==> config.mk <==
export PLATFORM = sky130hd
export DESIGN_NAME = tx_queue_flat
export DESIGN_NICKNAME = d
export VERILOG_FILES = /design/src/rtl/tx_queue_if.sv /design/src/rtl/tx_queue.sv /design/src/flat_wrapper.sv
export SDC_FILE = /design/constraint.sdc
export NUM_CORES = 1
export LEC_CHECK = 0
export ABC_AREA = 1
export CELL_PAD_IN_SITES_DETAIL_PLACEMENT = 1
export CELL_PAD_IN_SITES_GLOBAL_PLACEMENT = 2
export CORE_UTILIZATION = 40
export CTS_BUF_LIST = sky130_fd_sc_hd__clkbuf_2
export CTS_CLUSTER_DIAMETER = 100
export DETAILED_ROUTE_END_ITERATION = 16
export DONT_BUFFER_PORTS = 1
export MAX_ROUTING_LAYER = met4
export PLACE_DENSITY_LB_ADDON = 0.1
export SYNTH_ARGS = -nofsm -noshare
export SYNTH_HDL_FRONTEND = slang
export SYNTH_SLANG_ARGS = --single-unit
export TNS_END_PERCENT = 5
==> constraint.sdc <==
create_clock -name clk_i -period 2.2 [get_ports clk_i]
set_input_delay 0.22 -clock clk_i [delete_from_list [all_inputs] [get_ports clk_i]]
set_output_delay 0.22 -clock clk_i [all_outputs]
set_load 0.01 [all_outputs]
==> src/rtl/tx_queue_if.sv <==
// Register-side and frontend-side signals of the UART transmit queue.
// slave is the queue's view; master is the driver/frontend view.
interface tx_queue_if #(
  parameter int unsigned DEPTH = 8
);
  localparam int unsigned CW = $clog2(DEPTH) + 1;

  logic          push_i;
  logic [7:0]    data_i;
  logic          flush_i;
  logic          clr_overflow_i;
  logic          done_i;
  logic          transmit_o;
  logic [7:0]    dr_o;
  logic          busy_o;
  logic          full_o;
  logic          empty_o;
  logic [CW-1:0] count_o;
  logic          overflow_o;

  modport slave (
    input  push_i, data_i, flush_i, clr_overflow_i, done_i,
    output transmit_o, dr_o, busy_o, full_o, empty_o, count_o, overflow_o
  );

  modport master (
    output push_i, data_i, flush_i, clr_overflow_i, done_i,
    input  transmit_o, dr_o, busy_o, full_o, empty_o, count_o, overflow_o
  );
endinterface

==> src/rtl/tx_queue.sv <==
// Circular transmit FIFO feeding the UART frontend one byte per transmit_o/done_i handshake.
// Optional sticky overflow flag enabled by defining TX_QUEUE_OVERFLOW_EN.
module tx_queue #(
  parameter int unsigned DEPTH = 8
) (
  input  logic        clk_i,
  input  logic        rst_i,
  tx_queue_if.slave   bus
);
  localparam int unsigned AW = $clog2(DEPTH);
  localparam int unsigned CW = AW + 1;
  localparam logic [CW-1:0] DEPTH_C = CW'(DEPTH);

  typedef enum logic {S_IDLE, S_WAIT} state_t;

  state_t        state_q, state_d;
  logic [AW-1:0] wp_q, wp_d, rp_q, rp_d;
  logic [CW-1:0] cnt_q, cnt_d;
  logic          xmit_q, xmit_d;
  logic [7:0]    dr_q, dr_d;
  logic          ovf_q, ovf_d;
  logic [7:0]    mem_q [DEPTH];

  logic push_ok;
  logic pop;

  assign push_ok = bus.push_i && !bus.flush_i && (cnt_q < DEPTH_C);
  assign pop     = (state_q == S_IDLE) && (cnt_q != '0) && !bus.flush_i;

  always_comb begin
    state_d = state_q;
    wp_d    = wp_q;
    rp_d    = rp_q;
    cnt_d   = cnt_q;
    xmit_d  = 1'b0;
    dr_d    = dr_q;

    case (state_q)
      S_IDLE: begin
        if (pop) begin
          dr_d    = mem_q[rp_q];
          xmit_d  = 1'b1;
          state_d = S_WAIT;
        end
      end
      S_WAIT: begin
        if (bus.done_i) state_d = S_IDLE;
      end
      default: state_d = S_IDLE;
    endcase

    // Flush clears storage only; an in-flight frame still completes via done_i.
    if (bus.flush_i) begin
      wp_d  = '0;
      rp_d  = '0;
      cnt_d = '0;
    end else begin
      if (push_ok) wp_d = wp_q + AW'(1);
      if (pop)     rp_d = rp_q + AW'(1);
      cnt_d = cnt_q + CW'(push_ok) - CW'(pop);
    end
  end

`ifdef TX_QUEUE_OVERFLOW_EN
  logic drop;
  assign drop = bus.push_i && !bus.flush_i && (cnt_q == DEPTH_C);

  always_comb begin
    ovf_d = ovf_q;
    if (bus.clr_overflow_i) ovf_d = 1'b0;
    if (drop)               ovf_d = 1'b1;
  end
`else
  logic unused_clr;
  assign unused_clr = bus.clr_overflow_i;

  always_comb begin
    ovf_d = 1'b0;
  end
`endif

  always_ff @(posedge clk_i or posedge rst_i) begin
    if (rst_i) begin
      state_q <= S_IDLE;
      wp_q    <= '0;
      rp_q    <= '0;
      cnt_q   <= '0;
      xmit_q  <= 1'b0;
      dr_q    <= '0;
      ovf_q   <= 1'b0;
    end else begin
      state_q <= state_d;
      wp_q    <= wp_d;
      rp_q    <= rp_d;
      cnt_q   <= cnt_d;
      xmit_q  <= xmit_d;
      dr_q    <= dr_d;
      ovf_q   <= ovf_d;
    end
  end

  always_ff @(posedge clk_i) begin
    if (push_ok) mem_q[wp_q] <= bus.data_i;
  end

  assign bus.transmit_o = xmit_q;
  assign bus.dr_o       = dr_q;
  assign bus.busy_o     = (state_q == S_WAIT);
  assign bus.full_o     = (cnt_q == DEPTH_C);
  assign bus.empty_o    = (cnt_q == '0);
  assign bus.count_o    = cnt_q;
  assign bus.overflow_o = ovf_q;
endmodule

==> src/flat_wrapper.sv <==
// flat-port wrapper written by rule: the top's interface ports become plain ports
module tx_queue_flat 
#(
  parameter int unsigned DEPTH = 8
)
  (clk_i, rst_i, bus_push_i, bus_data_i, bus_flush_i, bus_clr_overflow_i, bus_done_i, bus_transmit_o, bus_dr_o, bus_busy_o, bus_full_o, bus_empty_o, bus_count_o, bus_overflow_o);
  tx_queue_if #(.DEPTH(DEPTH)) bus_i ();
  input  logic clk_i;
  input  logic rst_i;
  input wire logic [$bits(bus_i.push_i)-1:0] bus_push_i;
  input wire logic [$bits(bus_i.data_i)-1:0] bus_data_i;
  input wire logic [$bits(bus_i.flush_i)-1:0] bus_flush_i;
  input wire logic [$bits(bus_i.clr_overflow_i)-1:0] bus_clr_overflow_i;
  input wire logic [$bits(bus_i.done_i)-1:0] bus_done_i;
  output wire logic [$bits(bus_i.transmit_o)-1:0] bus_transmit_o;
  output wire logic [$bits(bus_i.dr_o)-1:0] bus_dr_o;
  output wire logic [$bits(bus_i.busy_o)-1:0] bus_busy_o;
  output wire logic [$bits(bus_i.full_o)-1:0] bus_full_o;
  output wire logic [$bits(bus_i.empty_o)-1:0] bus_empty_o;
  output wire logic [$bits(bus_i.count_o)-1:0] bus_count_o;
  output wire logic [$bits(bus_i.overflow_o)-1:0] bus_overflow_o;
  assign bus_i.push_i = bus_push_i;
  assign bus_i.data_i = bus_data_i;
  assign bus_i.flush_i = bus_flush_i;
  assign bus_i.clr_overflow_i = bus_clr_overflow_i;
  assign bus_i.done_i = bus_done_i;
  assign bus_transmit_o = bus_i.transmit_o;
  assign bus_dr_o = bus_i.dr_o;
  assign bus_busy_o = bus_i.busy_o;
  assign bus_full_o = bus_i.full_o;
  assign bus_empty_o = bus_i.empty_o;
  assign bus_count_o = bus_i.count_o;
  assign bus_overflow_o = bus_i.overflow_o;
  tx_queue #(.DEPTH(DEPTH)) u_core (.clk_i(clk_i), .rst_i(rst_i), .bus(bus_i));
endmodule
## Word level (Yosys, flattened, before mapping)

Memory sizes are Yosys's and may differ from the RTL's. A register that Yosys moved wholly into a read port is not among the register bits.
Cells that the tools add are included.

- Bits in registers: 12
- Bits in latches: 0
- Bits in writable memories: 64
- Memory bits (read-only): 0
- Input port bits: 14
- Output and inout bits: 17
- Word-level logic and storage cells: 34
- Memories: 1

Memory list:

| name | depth | bits a word | read ports | clocked after memory_dff | wr ports | RTL line | RTL |
|---|---|---|---|---|---|---|---|
| u_core.mem_q | 8 | 8 | 1 | 1 | 1 | tx_queue.sv:22 | `logic [7:0] mem_q [DEPTH];` |

- Add/sub/neg operators: 4
- $mul: 0
- Div/mod/pow operators: 0
- Magnitude comparators: 1
- Eq/ne operators: 1
- Shift-type cells: 0
- Muxes and demuxes: 11
- Bitwise operators: 1
- Reductions and logical operators: 10

Operators with widths:

| operator | number |
|---|---|
| 3-bit 2-to-1 mux | 4 |
| 3-bit by 1-bit adder with 3-bit output, second input constant | 2 |
| 1-bit 2-to-1 mux | 5 |
| 4-bit by 1-bit adder with 4-bit output | 1 |
| 4-bit equality test, second input constant | 1 |
| 1-bit logical AND | 4 |
| 4-bit zero test | 1 |
| 4-bit < comparator, second input constant | 1 |
| 4-bit 2-to-1 mux | 1 |
| 2-bit nonzero test | 2 |
| 4-bit nonzero test | 1 |
| 4-bit by 1-bit subtractor with 4-bit output | 1 |
| 1-bit one-hot mux with 2 select lines | 1 |
| 2-bit AND reduction | 1 |
| 1-bit zero test | 1 |
| 1-bit NOT | 1 |

## Longest topological paths before layout

- Depth in word-level cells: 6
- Depth in mapped cells: 13
- Depth with buffers taken out: 13

## Worst setup path after synthesis

OpenSTA, ideal clock, no wires.

- Path type: reg2reg
- From: register u_core.cnt_q[2], in the netlist u_core.bus.count_o[2]
- To: register u_core.cnt_q[2], in the netlist u_core.bus.count_o[2]
- Setup time: 0.119 ns
- Data arrival time: 1.938 ns
- Required time: 2.081 ns
- Setup slack: 0.143 ns
- Stages on the path, launching flop included: 12
- Buffers on the path: 0
- Period minus slack after synthesis: 2.057 ns
- Path through: dfrtp_1 > inv_1 > ha_1 > nand3_2 > nand2_2 > nor2_1 > ha_1 > inv_1 > ha_1 > fa_1 > xnor2_1 > nor2_1

- Cells in the longest elaborated chain, start to end: 5
- Elaborated cells on any way between the ends: 8
- Classes of those cells: add/sub (2); order compare (1); mux (1); reduce/logical (4)

Ends and longest elaborated chain:

| element | RTL line | RTL |
|---|---|---|
| start: declaration | tx_queue.sv:18 | `logic [CW-1:0] cnt_q, cnt_d;` |
| start signal: assignment | tx_queue.sv:95 | `cnt_q <= cnt_d;` |
| 4-bit < comparator or 4-bit nonzero test (tied branches) | tx_queue.sv:27, tx_queue.sv:28 |  |
| 1-bit logical AND (on tied branches) | tx_queue.sv:27, tx_queue.sv:28 |  |
| 4-bit by 1-bit adder with 4-bit output or 1-bit logical AND (tied branches) | tx_queue.sv:60, tx_queue.sv:28 |  |
| 4-bit by 1-bit subtractor with 4-bit output * | tx_queue.sv:60 | `cnt_d = cnt_q + CW'(push_ok) - CW'(pop);` |
| 4-bit 2-to-1 mux * | tx_queue.sv:53 | `if (bus.flush_i) begin` |
| named net u_core.cnt_d[2] | tx_queue.sv:18 |  |

The timed path passes the listed nets; every way through them passes the cells marked *.
A chain may end at the register's enable or synchronous reset.

## Final worst setup path

- From: register u_core.cnt_q[2], in the netlist u_core.bus.count_o[2]
- To: register u_core.cnt_q[1], in the netlist u_core.bus.count_o[1]

The elaborated chain is that of the path after synthesis.

==> impl_results.md <==
* Post-synth EDFFs at 64
* Port Buffers at 0
* Post-synth ARST share at 0.2381
* Clk_lat worst skew at 0.50 ns
* Initial antenna violation count at 0
* Static Leak at 1.850 nW
* Final period util at 0.9225
* Yosys top cell by area: edfxtp_1
* Initial Util at 0.4109
* Final setup violation count at 0
* Post-Syn Area at 3761 µm²
* Post-DP HPWL at 5.799 mm
* Area growth syn-to-layout at 10.45%
* Avg Cell Area, Syn at 10.30 µm²
* Status: completed
* Synthesized flop and latch total at 84
* Post-synth top cells: nand2_1, edfxtp_1, inv_1, nand3_1, dfrtp_1
* Final hold vios at 0
* First-pass GRT wire length at 13.99 mm
* Vias/cell at 4.852
* ANT nets after route at 0
* DIE WIDTH at 98.97 µm
* Critical path class: flip-flop to flip-flop
* Fmax at 0.4927 GHz
* Multi-input gate area at 984.7 µm²
* Die Y at 98.97 µm
* Req. time, crit path at 2.65 ns
* Final Max Tran Viols at 0
* CTS root buffer: clkbuf_2
* Crit Path Max Fanout at 3
* Peak VDD IR at 435.3 µV
* Max layer used: met4
* Crit path DAT at 2.48 ns
* Total track usage at 0.2024
* Netlist cell types at 26
* Fin crit period at 2.030 ns
* Overflow after GRT at 0
* Antenna Cells at 0
* Synth Flop Type: edfxtp_1
* Top cells by area, synth: edfxtp_1, dfrtp_1, nand2_1, nand3_1, inv_1
* Die area at 9794 µm²
* Post-Layout Cell Count at 506
* Cts bufs inserted at 9
* Share of cells above drive strength 1 at 0.1139
* DR DRC count at 0
* Unrepaired setup endpoints after global routing: no
* Row cnt at 35
* DR iter-0 viols at 104
* Synth warn at 0
* Dpl cells at 477
* Worst setup EP type: flip-flop
* Worst-margin pin slew at 0.7742 ns
* WL/cell at 17.33 µm
* DRT met1 WL at 4.226 mm
* Gpl congestion at 0.7205
* Area share of the largest cell type after synthesis at 0.5110
* Register area share after synthesis at 0.6440
* Most common cell in the synthesized netlist: nand2_1
* Vias in the first global route at 2521
* Critical Path Source Type: flip-flop
* H-tree depth at 3
* Pwr per Cell Area at 1015 nW/µm²
* Setup tns final at 0 ns
* Clk sinks at 84
* Max cap viols at 0
* Clock transition at the registers of the reported paths at 0.24 ns
* DR WL met3 at 219 µm
* I/O pin count at 31
* Met2 Wirelength at 4.245 mm
* Slew Limit Headroom at 0.4833
* Core box area at 9153 µm²
* Post-Route WL at 8.771 mm
* Hold WS at 0.2508 ns
* Pin count of the biggest net entering global routing at 35
* Class of the worst hold path: input port to asynchronous set/reset pin
* Post-synth net total at 388
* Register area at 2422 µm²
* Synth Instances at 365
* Filler cell count at 1036
* Bufs on Longest Clock Path at 2
* Drt first pass iters at 4
* Fin Clk Skew at 0.02866 ns
* Final nets at 413
* CTS tree: built
* Vias at 2455
-- path summary, 6_finish.rpt --
kind / start / endpoint / slack [ns] / cells past startpoint
worst min-delay path: rst_i / u_core.bus.dr_o[3] / 0.25 / 2
max in group asynchronous: rst_i / u_core.rp_q[1] / 1.45 / 2
min in group clk_i: bus_done_i / u_core.bus.busy_o / 0.31 / 2
worst max-delay path: u_core.bus.count_o[2] / u_core.bus.count_o[1] / 0.17 / 11
worst max register to register: u_core.bus.count_o[2] / u_core.bus.count_o[1] / 0.17 / 11
worst min register to register: u_core.bus.dr_o[0] / u_core.bus.dr_o[0] / 0.58 / 2
-- state kept, by name, indices dropped and copies added (netlist names) --
name / cells
u_core.wp_q: 3
u_core.rp_q: 3
u_core.bus.busy_o: 1
u_core.bus.count_o: 4
u_core.mem_q: 64
u_core.bus.transmit_o: 1
u_core.bus.dr_o: 8
-- report_power, final --
part           switching [mW]  leakage (nW)  internal [mW]
clock                   0.537        0.0622          0.266
sequential              0.162         0.836           1.88
combinational           0.896         0.952          0.472
total                    1.60          1.85           2.62
-- cells by family (layout without fill, tap and decap cells) --
kind of cell	count (synthesis)	after routing	synth area share
other	1	1	0.0009970
DFF	84	84	0.6440
adders and majority gates	9	9	0.03194
buffers and inverters	81	111	0.1015
xor gates and xnor gates	3	3	0.006987
AOI/OAI and AO/OA	8	8	0.01098
and+or+nand+nor	179	179	0.2036
-- routing by layer --
| layer | global-route usage | up-vias |
|---|---|---|
| met5 | - | - |
| met4 | 0.06200 | 0 |
| met3 | 0.02908 | 9 |
| met2 | 0.3244 | 40 |
| met1 | 0.2674 | 1200 |
| li1 | - | 1206 |
-- critical path, cell delays in order (launching register included) --
cell	delay, ns
dfrtp_1	0.44
inv_2	0.10
ha_4	0.15
nand3_4	0.08
nand2_4	0.10
nor2_1	0.05
ha_1	0.26
inv_1	0.04
ha_2	0.18
fa_1	0.47
inv_1	0.04
nor2_1	0.08
-- placed cells by master, fill, tap and decap left out, types with 2 or more instances in the layout --
cell and instances:
clkinvlp_4 3, inv_2 7, edfxtp_1 64, dfrtp_1 20, inv_6 2, buf_4 15
o21ai_0 5, nor2_1 14, clkbuf_2 10, nand2_1 108, xnor2_1 2, nand3_1 50
dlygate4sd3_1 12, inv_1 59, clkinv_1 2, ha_1 6
-- through the flow --
step | utilization | worst slack (ns) | power [mW] | instance area, µm²
after global placement | 0.4243 | 0.09614 | 3.346 | 3884
after detailed placement | 0.4243 | 0.05798 | 3.379 | 3884
after CTS | 0.4500 | 0.01524 | 4.222 | 4119
after floorplan | - | 0.1435 | 3.082 | 3761
final | 0.4539 | 0.1705 | 4.217 | 4154
after global routing | 0.4539 | 0.01576 | 4.539 | 4154
-- timing repair --
action / CTS / global route
buffers inserted: 0 / 1
resized for setup: 0 / 7
setup endpoints to repair: 0 / 2
hold buffers: 12 / 0
endpoints found under the hold margin: 104 / 0
-- area by class of cell --
class                      instances  share of cell area
timing repair buffer              27             0.05602
clock buffer                      10             0.01205
tap                              111             0.03343
inverter                          68             0.06265
clock inverter                     6             0.01566
multi-input combinational        200              0.2370
sequential                        84              0.5831
Note: power is estimated with default switching activity, not from simulation.
==> patch, RTL diff (config.mk and constraints unchanged) <==
`DEPTH` is set to 8 in 3 places; all go to 4.
--- a/src/rtl/tx_queue_if.sv
+++ b/src/rtl/tx_queue_if.sv
@@ -3,3 +3,3 @@
 interface tx_queue_if #(
-  parameter int unsigned DEPTH = 8
+  parameter int unsigned DEPTH = 4
 );
--- a/src/rtl/tx_queue.sv
+++ b/src/rtl/tx_queue.sv
@@ -3,3 +3,3 @@
 module tx_queue #(
-  parameter int unsigned DEPTH = 8
+  parameter int unsigned DEPTH = 4
 ) (
--- a/src/flat_wrapper.sv
+++ b/src/flat_wrapper.sv
@@ -3,3 +3,3 @@
 #(
-  parameter int unsigned DEPTH = 8
+  parameter int unsigned DEPTH = 4
 )
Interface: changed (resized bus_count_o); port bits go from 31 to 30. The function was not compared with the original's and may differ.
==> patch against the original RTL <==
  * Design area fell by 40%
  * Setup slack improved by 0.011 ns
  * Final cell count fell by 37%
  * Clock power fell by 44%
  * Area after synthesis fell by 41%
  * Sequential cell count fell by 35
  * Largest power group unchanged
  * Die area fell by 40%
  * Critical path type unchanged
  * Critical endpoint is now u_core.bus.count_o[2]$_DFF_PP0_
  * Wire length fell by 49%
  * Via count fell by 40%
  * Total power fell by 39%
  * Combinational power fell by 39%
==> patch: results (changes against the original RTL) <==
synthesis:
  ys_top_cells_by_area: "edfxtp_1, dfrtp_1, nand2_1"
  netlist_top_cells_count: "nand2_1, inv_1, edfxtp_1"
  synth_edf_count: 32  # -50%
  synth_cells: 229  # -37%
  synth_cell_types: 20  # -23%
  syn_nets: 250  # -36%
  synth-main-ff-cell: "edfxtp_1"
  ys_seq_area_frac: 0.624  # -0.0205
  yosysWarnings: 0  # unchanged
  synthArstFlopShare: 0.347  # +0.109
grt:
  gr-max-usage-layer: "met2"
  use_met1: 0.213  # -0.0540
  track_usage: 0.179  # -0.0237
  antenna_found_initial: 0  # unchanged
  grt_pass1_wl_um: 7690  # -45%
  grt_max_degree: 20  # -43%
  grt_pass1_vias: 1584  # -37%
  grtUsageMet2: 0.305  # -0.0199
  grt_use_met3: 0.0371  # +0.00805
cts:
  cts_resized: 0  # unchanged
  root_buffer: "clkbuf_2"
  clk_latency_ns: 0.41  # -0.09 ns
  cts-root-to-sink-buffers: 2  # unchanged
  cts_made_buffers: 5  # -4
  cts.clk_slew.worst_paths_ns: 0.23
  htreeDepth: 2  # -1
placed_design:
  place_worst_setup_slack_ns: 0.221  # +0.163 ns
  gp_congestion: 0.734  # +1.9%
  dp_cells: 301  # -37%
  place_hpwl_um: 3200  # -45%
  place_area_um2: 2310  # -41%
  port_buffers: 0  # unchanged
critical_path:
  worstPathMaxFanout: 5  # +2
  ff2ff_path_depth: 12  # +1
  cpPeakStageDelay_ns: 0.49  # +0.02 ns
  slowest_stage: "dfrtp_1"
  arrival_ns: 2.39  # -0.09 ns
final_layout:
  top_register: "u_core.mem_q"
  drive_gt1_frac: 0.0880  # -0.0259
  largest_reg_flops: 32  # -50%
  nets: 271  # -34%
route:
  totalWireLength_um: 4490  # -49%
  first_pass_iters: 4  # unchanged
  top_layer: "met4"
  dr_wl_met3_um: 113  # -48%
  wl_per_cell_um: 14.0  # -19%
  viasPerCell: 4.61  # -5.1%
  drtIter0Drc: 47  # -55%
  wirelength_met1_um: 2000  # -53%
  wl_met2_um: 2320  # -45%
sta:
  skew_ns: 0.0138  # -0.0148 ns
  slew_headroom: 0.560  # +0.0765
power:
  p_int_uw: 1620  # -38%
  p_seq_frac: 0.501  # +0.016
  p_leak_uw: 0.00122  # -34%
  ir_drop_mv: 0.473  # +8.7%
  pg_clk_uw: 451  # -44%
  power_density_nw_per_um2: 1040  # +2.6%
status:
  status: "finished clean"
worst_hold_path:
  min_path_type: "input port to async pin"
-- patch: cell types whose count changed after synthesis, moves of 4 or more --
cell and change:
edfxtp_1 -32, nor2_1 -4, nand2_1 -34, nand3_1 -32, inv_1 -11, buf_6 -4
-- patch: final cells by class --
cell class | count | area, um^2
clock buffers | 5 | 25.0
fillers | 613 | 2750
repair buffers | 20 | 180
flip-flops and latches | 49 | 1390
multi-input cells | 121 | 574
clock inverters | 2 | 35.0
well taps | 70 | 87.6
inverters | 53 | 199
-- patch: repair_timing --
| item | 4_1_cts | 5_1_grt |
|---|---|---|
| endpoints found under the hold margin | 57 | 0 |
| buffers inserted | 0 | 0 |
| hold buffers | 12 | 0 |
-- patch: final timing paths --
path,from,end,slack [ns]
hold reg to reg,u_core.bus.dr_o[5]$_DFFE_PP0P_,u_core.bus.dr_o[5]$_DFFE_PP0P_,0.59
setup / recovery,u_core.bus.count_o[2]$_DFF_PP0_,u_core.bus.count_o[2]$_DFF_PP0_,0.18
max in group asynchronous,rst_i,u_core.rp_q[1]$_DFFE_PP0P_,1.47
min in group clk_i,bus_done_i,u_core.bus.busy_o$_DFF_PP0_,0.41
setup reg to reg,u_core.bus.count_o[2]$_DFF_PP0_,u_core.bus.count_o[2]$_DFF_PP0_,0.18
hold / removal,rst_i,u_core.bus.dr_o[0]$_DFFE_PP0P_,0.30
-- patch: logic make-up (layout without fill, tap and decap cells) --
kind of cell | Yosys count | in the layout | synth area share
AND/OR/NAND/NOR | 109 | 109 | 0.203
other | 1 | 1 | 0.00169
AO/OA/AOI/OAI | 3 | 3 | 0.00675
flip-flops | 49 | 49 | 0.624
buffers and inverters | 59 | 80 | 0.118
adder cells (fa/ha/maj) | 7 | 7 | 0.0428
XOR/XNOR | 1 | 1 | 0.00394
